===== config.mk =====
export PLATFORM = sky130hd
export DESIGN_NAME = i2s_sample_tx
export DESIGN_NICKNAME = d
export VERILOG_FILES = /design/src/rtl/i2s_sample_tx.sv
export SDC_FILE = /design/constraint.sdc
export NUM_CORES = 1
export LEC_CHECK = 0
export ABC_AREA = 1
export CORE_MARGIN = 1.5
export CORE_UTILIZATION = 53
export CTS_CLUSTER_SIZE = 12
export DETAILED_ROUTE_END_ITERATION = 10
export GPL_TIMING_DRIVEN = 0
export PLACE_DENSITY_LB_ADDON = 0.2
export SYNTH_ARGS = -nofsm -noshare
export SYNTH_HDL_FRONTEND = slang
export SYNTH_SLANG_ARGS = --single-unit

===== constraint.sdc =====
create_clock -name clk -period 3 [get_ports clk]
set_clock_uncertainty 0.2 [all_clocks]
set_input_delay 0.45 -clock clk [delete_from_list [all_inputs] [get_ports clk]]
set_output_delay 0.45 -clock clk [all_outputs]
set_load 0.01 [all_outputs]

===== src/rtl/i2s_sample_tx.sv =====
// Mono 16-bit I2S transmitter fed by a 4-deep sample FIFO; one word per frame,
// duplicated on both channels, with a one-cycle new_frame request upstream.
module i2s_sample_tx #(
    parameter int BCLK_DIV = 4
) (
    input  logic        clk,
    input  logic        reset,
    input  logic        enable,
    input  logic [15:0] sample_in,
    input  logic        sample_valid,
    input  logic        clear_flags,
    output logic        new_frame,
    output logic        i2s_bclk,
    output logic        i2s_lrclk,
    output logic        i2s_sdata,
    output logic [2:0]  fifo_level,
    output logic        underrun,
    output logic        overflow
);

    localparam int DIV_W = $clog2(BCLK_DIV);
    localparam logic [DIV_W-1:0] DIV_LAST = DIV_W'(BCLK_DIV - 1);

    typedef enum logic [1:0] {
        ST_IDLE,
        ST_RUN,
        ST_STOP
    } state_t;

    state_t            state_reg, state_next;
    logic [DIV_W-1:0]  div_cnt_reg;
    logic              bclk_reg;
    logic [4:0]        bit_cnt_reg;
    logic [15:0]       shift_reg;
    logic              lrclk_reg;
    logic              sdata_reg;
    logic              new_frame_reg;
    logic              underrun_reg;
    logic              overflow_reg;

    logic [15:0]       fifo_mem [4];
    logic [1:0]        wr_ptr_reg, rd_ptr_reg;
    logic [2:0]        level_reg;

    logic              div_tc;
    logic              fall_tick;
    logic              run_eff;
    logic              frame_start;
    logic              go_idle;
    logic [4:0]        bit_next;
    logic              fifo_empty, fifo_full;
    logic              pop, push;
    logic [15:0]       head;
    logic              underrun_set, overflow_set;

    assign div_tc   = (div_cnt_reg == DIV_LAST);
    assign bit_next = bit_cnt_reg + 5'd1;
    // STOP with enable re-asserted behaves exactly like RUN, so the stream never gaps.
    assign run_eff  = (state_reg == ST_RUN) || ((state_reg == ST_STOP) && enable);

    always_comb begin
        state_next  = state_reg;
        frame_start = 1'b0;
        go_idle     = 1'b0;
        fall_tick   = 1'b0;
        case (state_reg)
            ST_IDLE: begin
                if (enable) begin
                    state_next  = ST_RUN;
                    frame_start = 1'b1;
                end
            end
            ST_RUN, ST_STOP: begin
                state_next = enable ? ST_RUN : ST_STOP;
                fall_tick  = div_tc && bclk_reg;
                if (fall_tick && (bit_cnt_reg == 5'd31)) begin
                    if (run_eff) begin
                        frame_start = 1'b1;
                    end else begin
                        go_idle    = 1'b1;
                        state_next = ST_IDLE;
                    end
                end
            end
            default: state_next = ST_IDLE;
        endcase
    end

    // Pop is resolved before push: a full FIFO can accept a push at a pop, an empty one never bypasses.
    always_comb begin
        fifo_empty   = (level_reg == 3'd0);
        fifo_full    = (level_reg == 3'd4);
        pop          = frame_start && !fifo_empty;
        push         = sample_valid && (!fifo_full || pop);
        head         = pop ? fifo_mem[rd_ptr_reg] : 16'h0000;
        underrun_set = frame_start && fifo_empty;
        overflow_set = sample_valid && fifo_full && !pop;
    end

    always_ff @(posedge clk) begin
        if (push) begin
            fifo_mem[wr_ptr_reg] <= sample_in;
        end
    end

    always_ff @(posedge clk or negedge reset) begin
        if (!reset) begin
            wr_ptr_reg   <= '0;
            rd_ptr_reg   <= '0;
            level_reg    <= '0;
            underrun_reg <= 1'b0;
            overflow_reg <= 1'b0;
        end else begin
            if (push) begin
                wr_ptr_reg <= wr_ptr_reg + 2'd1;
            end
            if (pop) begin
                rd_ptr_reg <= rd_ptr_reg + 2'd1;
            end
            level_reg    <= level_reg + {2'b00, push} - {2'b00, pop};
            underrun_reg <= underrun_set | (underrun_reg & ~clear_flags);
            overflow_reg <= overflow_set | (overflow_reg & ~clear_flags);
        end
    end

    always_ff @(posedge clk or negedge reset) begin
        if (!reset) begin
            state_reg     <= ST_IDLE;
            div_cnt_reg   <= '0;
            bclk_reg      <= 1'b0;
            bit_cnt_reg   <= '0;
            shift_reg     <= '0;
            lrclk_reg     <= 1'b0;
            sdata_reg     <= 1'b0;
            new_frame_reg <= 1'b0;
        end else begin
            state_reg     <= state_next;
            new_frame_reg <= frame_start;
            if ((state_reg == ST_IDLE) || go_idle) begin
                div_cnt_reg <= '0;
                bclk_reg    <= 1'b0;
                bit_cnt_reg <= '0;
                lrclk_reg   <= 1'b0;
                sdata_reg   <= 1'b0;
                shift_reg   <= frame_start ? head : 16'h0000;
            end else begin
                div_cnt_reg <= div_tc ? '0 : div_cnt_reg + DIV_W'(1);
                if (div_tc) begin
                    bclk_reg <= ~bclk_reg;
                end
                // Left-rotate: after 16 shifts the word is back in place for the right slot,
                // and after 31 its LSB sits on top ready for bit 0 of the next frame.
                if (fall_tick) begin
                    bit_cnt_reg <= bit_next;
                    lrclk_reg   <= bit_next[4];
                    sdata_reg   <= shift_reg[15];
                    shift_reg   <= frame_start ? head : {shift_reg[14:0], shift_reg[15]};
                end
            end
        end
    end

    assign new_frame  = new_frame_reg;
    assign i2s_bclk   = bclk_reg;
    assign i2s_lrclk  = lrclk_reg;
    assign i2s_sdata  = sdata_reg;
    assign fifo_level = level_reg;
    assign underrun   = underrun_reg;
    assign overflow   = overflow_reg;

endmodule


Word-level counts from Yosys, hierarchy flattened
Memories as Yosys holds them, arrays and structs flattened.
Cells that the tools add are included.
W data, S select, Z words.
{ "word_totals": {"register_bits": 38, "ram_bits": 64, "input_bits": 21, "output_inout_bits": 9, "word_cells": 81, "memories": 1} }
{ "mem_list": {"columns": ["memory", "words", "width", "rd", "rd_ports_with_merged_regs", "wr", "line", "rtl"], "rows": [
  ["fifo_mem", 4, 16, 1, 0, 1, "41", "logic [15:0] fifo_mem [4];"]
]} }
{ "classes": {"add_sub_neg": 6, "n_eq_ne": 6, "muxes": 30, "bitwise": 6, "reduce_logical": 19} }
{ "op_table": {"columns": ["operator", "count"], "rows": [
  ["$mux W16", 5],
  ["$mux W1", 15],
  ["$mux W2", 6],
  ["$mux W5", 2],
  ["$logic_and A1 B1 Y1", 8],
  ["$add A2 B1 Y2 const B", 3],
  ["$add A5 B1 Y5 const B", 1],
  ["$eq A5 B5 Y1 const B", 1],
  ["$eq A2 B2 Y1 const B", 2],
  ["$pmux W2 S2", 1],
  ["$reduce_bool A2 Y1", 2],
  ["$add A3 B1 Y3", 1],
  ["$eq A3 B3 Y1 const B", 1],
  ["$logic_not A1 Y1", 3],
  ["$logic_not A3 Y1", 1],
  ["$logic_or A1 B1 Y1", 3],
  ["$sub A3 B1 Y3", 1],
  ["$and A1 B1 Y1", 2],
  ["$eq A2 B1 Y1 const B", 1],
  ["$logic_not A2 Y1", 1],
  ["$ne A2 B2 Y1 const B", 1],
  ["$not A1 Y1", 2],
  ["$or A1 B1 Y1", 2],
  ["$pmux W1 S2", 1],
  ["$reduce_or A2 Y1", 1]
]} }

Depth between registers and ports, before layout
{ "logic_depth": {"ltp_word": 11, "ltp_mapped": 17, "depth_no_buf": 16} }

Worst setup path before layout
Ideal clock, no wire load.
{ "synth_path": {"kind": "register to register", "start": "register state_reg[0]", "end": "register level_reg[2] (netlist: fifo_level[2])", "setup_time_ps": 129, "t_arrival_ps": 2652, "t_required_ps": 2671, "path_slack_ps": 19, "path_stages_with_launch": 18, "n_path_buf": 1, "synth_period_minus_slack_ps": 2981, "path_cell_list": "dfrtp_1 inv_1 ha_1 inv_1 nor2_4 nand3_2 nand2_2 nand2_4 buf_6 nand2_4 nand2_2 ha_1 inv_1 ha_1 inv_1 fa_1 xnor2_1 xor2_1"} }
{ "synth_via": {"elab_chain_len": 11, "word_cells_on_any_way": 14, "cone_classes": "2 x add/sub; 2 x eq/ne; 3 x mux; 7 x reduce/logical"} }
{ "synth_lines": {"columns": ["item", "line", "rtl"], "rows": [
  ["from (decl)", "30", "state_t state_reg, state_next;"],
  ["from (signal assigned)", "137", "state_reg <= state_next;"],
  ["$eq A2 B2 Y1", "59, 66", null],
  ["$logic_and A1 B1 Y1", "59", "assign run_eff = (state_reg == ST_RUN) || ((state_reg == ST_STOP) && enable);"],
  ["$logic_or A1 B1 Y1", "59", null],
  ["$mux W1", "77", "if (run_eff) begin"],
  ["$mux W1", "76", "if (fall_tick && (bit_cnt_reg == 5'd31)) begin"],
  ["$pmux W1 S2 *", "66", "case (state_reg)"],
  ["$logic_and A1 B1 Y1 *", "93", "pop = frame_start && !fifo_empty;"],
  ["$logic_or A1 B1 Y1", "94", "push = sample_valid && (!fifo_full || pop);"],
  ["$logic_and A1 B1 Y1", "94", null],
  ["$add A3 B1 Y3", "120", "level_reg <= level_reg + {2'b00, push} - {2'b00, pop};"],
  ["$sub A3 B1 Y3 *", "120", null],
  ["to (signal assigned)", "120", null],
  ["to (decl)", "43", "logic [2:0] level_reg;"]
]} }
Every way passes the cells marked *; elsewhere a longest branch is shown, timed or not.
A chain may end at the register's enable or synchronous reset.

Worst setup path in the final report
{ "layout_path": {"start": "register state_reg[1]", "end": "register level_reg[2] (netlist: fifo_level[2])"} }
{ "layout_via": {"elab_chain_len": 11, "word_cells_on_any_way": 14, "cone_classes": "2 x add/sub; 2 x eq/ne; 3 x mux; 7 x reduce/logical"} }
{ "layout_lines": {"columns": ["item", "line", "rtl"], "rows": [
  ["$eq A2 B2 Y1", "59, 66", null],
  ["$logic_and A1 B1 Y1", "59", null],
  ["$logic_or A1 B1 Y1", "59", null],
  ["$mux W1", "77", null],
  ["$mux W1", "76", null],
  ["$pmux W1 S2 *", "66", null],
  ["$logic_and A1 B1 Y1 *", "93", null],
  ["named net pop", "52", "logic pop, push;"],
  ["$logic_or A1 B1 Y1", "94", null],
  ["$logic_and A1 B1 Y1", "94", null],
  ["$add A3 B1 Y3", "120", null],
  ["$sub A3 B1 Y3 *", "120", null]
]} }
The timed path passes the listed nets; every way through them passes the cells marked *.

==> out/metrics.cfg <==
[sta]
slew_headroom_pct=36.6
period_share_pct=94.2
finalSetupViolations=0
period_needed_ns=2.83
hold_viol=19
setup_ws_ns=0.173
max_clock_freq_ghz=0.354
slew_viol_final=0
worst_hold_slack_ns=-0.0108
worstMarginPinSlew_ns=0.950

[synthesis]
yosysWarnings=0
netlist.area_leader.share_pct=40.0
synthArstFlopShare_pct=36.6
synthesis.nets=565
yosysTopAreaCell=edfxtp_1
synth_cells=530
seq_area_frac_synth_pct=59.2
synthFlopType=edfxtp_1
synth.distinct_cells=28
ys_top_cells_by_area=edfxtp_1 (40%), dfrtp_1 (19%), nand2_1 (14%), inv_1 (7.9%), nand3_1 (3.5%)
synth_most_common_cell=nand2_1
syn_area_per_cell_um2=9.07
syn_area_mm2=0.00481
yosys-top-cells-count=nand2_1 (179), inv_1 (101), edfxtp_1 (64), dfrtp_1 (37), nand3_1 (34)
synth_edf_count=64
ys_ff_latch=101

[place]
hpwlAfterDp_um=6450
post-place-cells=669
io_buffer_count=29
postPlaceCellArea_mm2=0.00527
place.gp.congestion=0.807
pre_cts_ws_ns=-0.373

[finish]
diodes=0
nets=619
final_cells=697
design_area_mm2=0.00565
area_delta_synth_final_pct=17.5
drive_above_1_share_pct=10.7
largest_reg_flops=64

[worst_hold_path]
min_path_type=input pin to async pin

[critical_path]
critPathLaunchType=flip-flop
required_ns=3.05
path_max_fanout=5
critPathArrivalTime_ns=2.88
worstSetupEndpointType=flip-flop
reg2reg_depth=15
rrSetupSlack_ns=0.17
worst_r2r_endpoint=fifo_level[2]
r2r_start=state_reg[1]
path_class=flip-flop to flip-flop

[cts]
hold_buffers=0
cts_made_buffers=9
clock_path_buffers=2
clk_transition_reported_paths_ns=0.11
clock_insertion_delay_worst_skew_ns=0.37
htreeDepth=3
cts_tree=yes
numClockSinks=101
root_buffer=clkbuf_8

[global_route]
antenna_found_initial=0
grt_pass1_wl_um=16100
grt_use_total_pct=21.3
grt_overflow=0
first_global_vias=3536
grt_max_degree=38

[pwr]
peakVddDrop_uv=498
p_leak_nw=2.66
p_per_area_mw_per_mm2=870

[floorplan]
die_y_um=98.2
die_w_um=98.2
core_mm2=0.00876
start_util_pct=54.9
ios=30
core.rowCount=34
dieArea_mm2=0.00965

[detailed_routing]
wl_per_cell_um=13.7
post_drt_via_cell_ratio=5.03
wirelength_um=9540
drt_iter0_drc=145
ant_nets=0
first_pass_iters=5
route.detailed.drc=0
vias=3504

[status]
status=finished with violations
violations=hold timing

[job]
max-cap-violations=0

-- metrics by stage --
step	setup TNS, ns	util [%]	power (mW)
after floorplan	0	-	3.28
after global placement	-38.37	59.7	3.80
after detailed placement	-7.61	60.1	3.90
after CTS	0	63.3	4.86
after global routing	-0.0172	64.5	5.30
final	0	64.5	4.91
-- worst max path at each step --
| stage | cells past startpoint | to | slack (ns) | start |
|---|---|---|---|---|
| floorplan | 17 | fifo_level[2] | 0.02 | state_reg[0] |
| global placement | 10 | fifo_mem[2][4] | -0.63 | enable |
| detailed placement | 16 | fifo_level[2] | -0.37 | enable |
| CTS | 16 | fifo_level[2] | 0.02 | bit_cnt_reg[0] |
| global route | 15 | fifo_level[2] | -0.02 | bit_cnt_reg[0] |
| finish | 15 | fifo_level[2] | 0.17 | state_reg[1] |
-- cells by family (layout without fill, tap and decap cells) --
family	Yosys count	after routing	synth area share, %
adder cells (fa/ha/maj)	14	14	3.80
AO/OA/AOI/OAI	12	12	1.48
buffers and inverters	123	182	10.2
flip-flops	101	101	59.2
XOR/XNOR	5	5	0.911
AND/OR/NAND/NOR	275	275	24.4
-- report_power, final --
group	internal (mW)	switching, mW
Combinational	0.727	1.32
Sequential	1.82	0.134
Clock	0.407	0.508
-- what timing repair did --
item,in CTS,in global routing
hold endpoints to repair,0,0
setup buffers,6,7
pin swaps,5,7
resized for setup,5,7
setup endpoints to repair,34,1
-- routing by layer --
metal / vias up / part of all wire (%) / track usage [%]
met5: - / 0 / 0
met1: 1640 / 44 / 27.3
li1: 1749 / - / -
met3: 21 / 4.6 / 3.72
met2: 94 / 49 / 36.5
met4: 0 / 2.3 / 8.02
-- final cells by class --
type / count / area, um2
Buffer: 18 / 86.3
Sequential cell: 101 / 2850
Clock inverter: 7 / 92.6
Clock buffer: 9 / 124
Tap cell: 108 / 135
Multi-Input combinational cell: 306 / 1560
Inverter: 104 / 390
Fill cell: 757 / 3110
Timing Repair Buffer: 44 / 413
-- critical path: stages (launching register included) --
cell and delay [ns]:
dfrtp_1 0.36, inv_1 0.09, ha_4 0.29, inv_1 0.06, nor2_4 0.09, nand3_2 0.11, nand2_4 0.11, nand2_8 0.08
nor2_4 0.20, ha_4 0.23, inv_1 0.05, ha_1 0.14, inv_1 0.06, fa_2 0.37, xnor2_2 0.14, xor2_1 0.15
-- cells in the final DEF, fill, tap and decap left out, drive strengths merged --
cell,netlist,routed
nand3,36,36
fa,1,1
bufinv,0,1
dfrtp,37,37
inv,102,105
nand2,185,185
nor3,4,4
clkinvlp,0,2
a21oi,3,3
buf,9,24
clkdlybuf4s50,0,28
xnor2,1,1
nor3b,1,1
clkbuf,10,19
nand4,15,15
o21ai,3,3
nor2,34,34
o22ai,5,5
edfxtp,64,64
clkinv,2,3
ha,13,13
xor2,4,4
a31oi,1,1
Power figures use the tool's default switching activity.
==> edit 1 (same flow settings) <==
Re-encode `state_t` (3 states) as one-hot, 3 bits wide.
--- a/src/rtl/i2s_sample_tx.sv
+++ b/src/rtl/i2s_sample_tx.sv
@@ -22,8 +22,8 @@
     localparam logic [DIV_W-1:0] DIV_LAST = DIV_W'(BCLK_DIV - 1);
 
-    typedef enum logic [1:0] {
-        ST_IDLE,
-        ST_RUN,
-        ST_STOP
+    typedef enum logic [2:0] {
+        ST_IDLE = 3'b001,
+        ST_RUN  = 3'b010,
+        ST_STOP = 3'b100
     } state_t;
 
Check against the original RTL: same outputs for any inputs over 10 cycles, from zero or initial values and one cycle with reset low; not proved beyond that.
==> edit 1 against the original RTL <==
The flow still finishes with violations (hold timing). Total power shrank 7.3%. Non-clock buffer count shrank 19. Sequential power grew 6%. Sequential share of layout area grew 8.1 points. Routed wire length shrank 16%. Via count shrank 21%. Clock power shrank 10%. Design area shrank 13%. Sequential cell count grew 1. Area after synthesis shrank 12%. Setup slack lost 0.036 ns. Largest cell class unchanged.
==> edit 1: results (changes against the original RTL) <==
[metrics] maximum ir drop on the vdd rail: 0.000457 V (-8.2%)
[metrics] crit path launch: bit_cnt_reg[0]
[metrics] Syn Nets: 402 (-29%)
[metrics] number of nets at the end of the flow: 444 (-28%)
[metrics] HPWL Detailed: 5230 um (-19%)
[metrics] Net Sw Frac: 38.3% (-1.5 points)
[metrics] non-filler cells in the finished layout: 520 (-25%)
[metrics] adder and majority gate portion of the synthesized area: 3.13% (-0.67 points)
[metrics] number of distinct library cells after synthesis: 29 (+3.6%)
[metrics] asr flop ratio synth: 37.3% (+0.62 points)
[metrics] routed len/inst: 15.4 um (+13%)
[metrics] number of antenna violations at the first check in global routing: 0 (unchanged)
[metrics] Avg Synthesized Cell Area: 11.4 um2 (+26%)
[metrics] data arrival time of the critical path: 2.91 ns (+0.03 ns)
[metrics] worst-case headroom to the max-slew limit: 34.0% (-2.6 points)
[metrics] run status: complete, but fails checks
[metrics] Reg2Reg Depth: 17 (+2)
[metrics] Worst Hold Slack: -0.0225 ns (-0.0116 ns)
[metrics] violations in the final reports: hold timing
[metrics] largest fanout on the critical path: 10 (+5)
[metrics] sum of met3 wire segment lengths after detailed routing: 216 um (-51%)
[metrics] static leakage: 1.94 nW (-27%)
[metrics] GRT Util Overall: 20.3% (-1.0 points)
[metrics] Hold Violations, Final: 29 (+10)
[metrics] Via-to-Cell Ratio: 5.32 (+5.9%)
[metrics] GPL Wtd Cong: 0.721 (-11%)
[metrics] met3 Usage GRT: 4.43% (+0.71 points)
[metrics] total instance count after detailed placement: 502 (-25%)
[metrics] slowest cell on the critical path: sky130_fd_sc_hd__dfrtp_1
[metrics] met2 usage in global routing: 32.8% (-3.7 points)
[metrics] share of the yosys chip area belonging to registers: 67.8% (+8.6 points)
[metrics] Min Clock Period, post-route: 2.86 ns (+0.0364 ns)
[metrics] maximum number of pins on one net before global-route repair: 39 (+2.6%)
[metrics] clock buffer depth: 2 (unchanged)
[metrics] router iterations before antenna repair: 4 (-1)
[metrics] number of buffers inserted by post-CTS setup repair: 0 (-6)
[metrics] cell area after placement: 4660 um2 (-12%)
[metrics] post-CTS sizing: 4 (-1)
[metrics] Worst path max stage delay: 0.40 ns (+0.03 ns)
[metrics] multiplexer fraction of the synthesized cell area: 0% (unchanged)
[metrics] pre-CTS worst setup slack: -0.259 ns (+0.114 ns)
-- edit 1: cell count changes after synthesis, sizes merged, moves of 2 or more --
cell / unedited run / this run
nand2: 185 / 60
inv: 102 / 31
o21ai: 3 / 37
nand4: 15 / 0
o22ai: 5 / 17
nor2: 34 / 45
nand3: 36 / 41
clkbuf: 10 / 6
ha: 13 / 9
buf: 9 / 6
clkinv: 2 / 0
-- edit 1: power groups by stage --
stage / Sequential (W) / Clock, W / Combinational [W]
floorplan: 0.00207 / 0 / 0.00111
global placement: 0.00209 / 0 / 0.00156
detailed placement: 0.00210 / 0 / 0.00162
CTS: 0.00207 / 0.000842 / 0.00163
global route: 0.00211 / 0.000899 / 0.00187
finish: 0.00208 / 0.000820 / 0.00166
-- edit 1: cell type report --
class                   instances  area, um2
flip-flops and latches        102       2870
fillers                       607       2820
multi-input cells             226       1240
repair buffers                 31        300
well taps                     102        128
clock buffers                   9        124
inverters                      31        119
plain buffers                  12       68.8
clock inverters                 7       61.3
==> edit 2 (same flow settings) <==
Made on the original files. Set the parameter `BCLK_DIV` to 8 (it was 4).
--- a/src/rtl/i2s_sample_tx.sv
+++ b/src/rtl/i2s_sample_tx.sv
@@ -2,5 +2,5 @@
 // duplicated on both channels, with a one-cycle new_frame request upstream.
 module i2s_sample_tx #(
-    parameter int BCLK_DIV = 4
+    parameter int BCLK_DIV = 8
 ) (
     input  logic        clk,
Function: changed (Yosys sat finds a counterexample within 10 cycles, from zero or initial values and one cycle with reset low).
==> edit 2 against the original RTL <==
The flow finishes with violations (DRC, hold timing). Total power fell by 2.0%. Global-route usage rose by 0.65 points. Final cell count rose by 0.14%. Worst hold slack got worse by 0.0097 ns. Sequential cell count rose by 1. Synthesized cell count rose by 0.94%. Setup slack got worse by 0.030 ns. Die area rose by 1.4%. Routed wire length rose by 3.7%. Design area barely moved. Area after synthesis rose by 1.4%. Largest power group unchanged.
==> edit 2: results (changes against the original RTL) <==
[metrics] run status: complete, but fails checks
[metrics] number of distinct library cells after synthesis: 29 (+3.6%)
[metrics] ranking of synthesized cells by instance count: 179 x sky130_fd_sc_hd__nand2_1, 102 x sky130_fd_sc_hd__inv_1, 64 x sky130_fd_sc_hd__edfxtp_1, 38 x sky130_fd_sc_hd__dfrtp_1
[metrics] Syn Nets: 571 (+1.1%)
[metrics] Routed WL: 9890 um (+3.7%)
[metrics] Via-to-Cell Ratio: 5.02 (about the same)
[metrics] Worst Hold Slack: -0.0205 ns (-0.00967 ns)
[metrics] non-clock inverter total of the final layout: 105 (+0.96%)
[metrics] Hold Violations, Final: 22 (+3)
[metrics] GPL Wtd Cong: 0.766 (-5.1%)
[metrics] router iterations before antenna repair: 9 (+4)
[metrics] die footprint: 9780 um2 (+1.4%)
[metrics] xor and xnor fraction of the mapped netlist area: 0.898% (-0.013 points)
[metrics] Avg Synthesized Cell Area: 9.11 um2 (+0.46%)
[metrics] synthesized-area fraction occupied by ao, oa, aoi and oai cells: 1.46% (-0.021 points)
[metrics] Clock buf/inv share: 3.16% (-0.67 points)
[metrics] HPWL Detailed: 6580 um (+2.2%)
[metrics] layout cells sized above 1: 10.8% (+0.15 points)
[metrics] utilization after layout: 64.2% (-0.25 points)
[metrics] routed metal-1 wirelength: 4380 um (+5.1%)
[metrics] number of nets at the end of the flow: 621 (+0.32%)
[metrics] Cell Int Power: 0.00286 W (-3.4%)
[metrics] violations in the final reports: DRC, hold timing
[metrics] post-detailed-route DRC marker count: 1 (+1)
[metrics] sum of met3 wire segment lengths after detailed routing: 424 um (-3.6%)
[metrics] FF+latch count: 102 (+0.99%)
[metrics] data-path buffer share of cell area in the final layout: 8.43% (-0.41 points)
[metrics] proportion of power drawn by the clock network: 16.7% (-1.9 points)
[metrics] largest fanout on the critical path: 8 (+3)
[metrics] share of the yosys chip area belonging to registers: 58.9% (-0.31 points)
[metrics] cell area after placement: 5340 um2 (+1.3%)
[metrics] non-filler cells in the finished layout: 698 (+0.14%)
[metrics] global-route wire length before repair: 16600 um (+3.1%)
[metrics] number of buffers other than clock buffers in the final layout: 58 (-6.5%)
[metrics] data arrival time of the critical path: 2.91 ns (+0.03 ns)
[metrics] number of DRC markers in iteration 0: 230 (+59%)
[metrics] area taken by multi-input logic gates: 1600 um2 (+2.3%)
==> edit 2: timing repair <==
item / CTS / global route
resized for setup: 5 / 9
endpoints found under the setup margin: 33 / 1
buffers inserted: 6 / 3
pin swaps: 3 / 3
==> edit 2: layer usage <==
layer,global-route usage (%),vias up
met2,38.4,74
met4,6.48,0
met1,28.4,1660
li1,-,1760
met5,0,-
met3,3.48,12
==> edit 2: final timing paths <==
kind	from	end	slack [ns]
setup reg to reg	div_cnt_reg[0]	fifo_level[2]	0.14
hold reg to reg	div_cnt_reg[0]	div_cnt_reg[0]	0.25
setup / recovery	div_cnt_reg[0]	fifo_level[2]	0.14
min in group clk	div_cnt_reg[0]	div_cnt_reg[0]	0.25
max in group asynchronous	reset	shift_reg[8]	2.07
hold / removal	reset	i2s_bclk	-0.02
==> edit 2: cell families after synthesis <==
logic type,count (synthesis)
buffers and inverters,124
DFF,102
adders and majority gates,15
xor gates and xnor gates,5
and+or+nand+nor,277
AOI/OAI and AO/OA,12
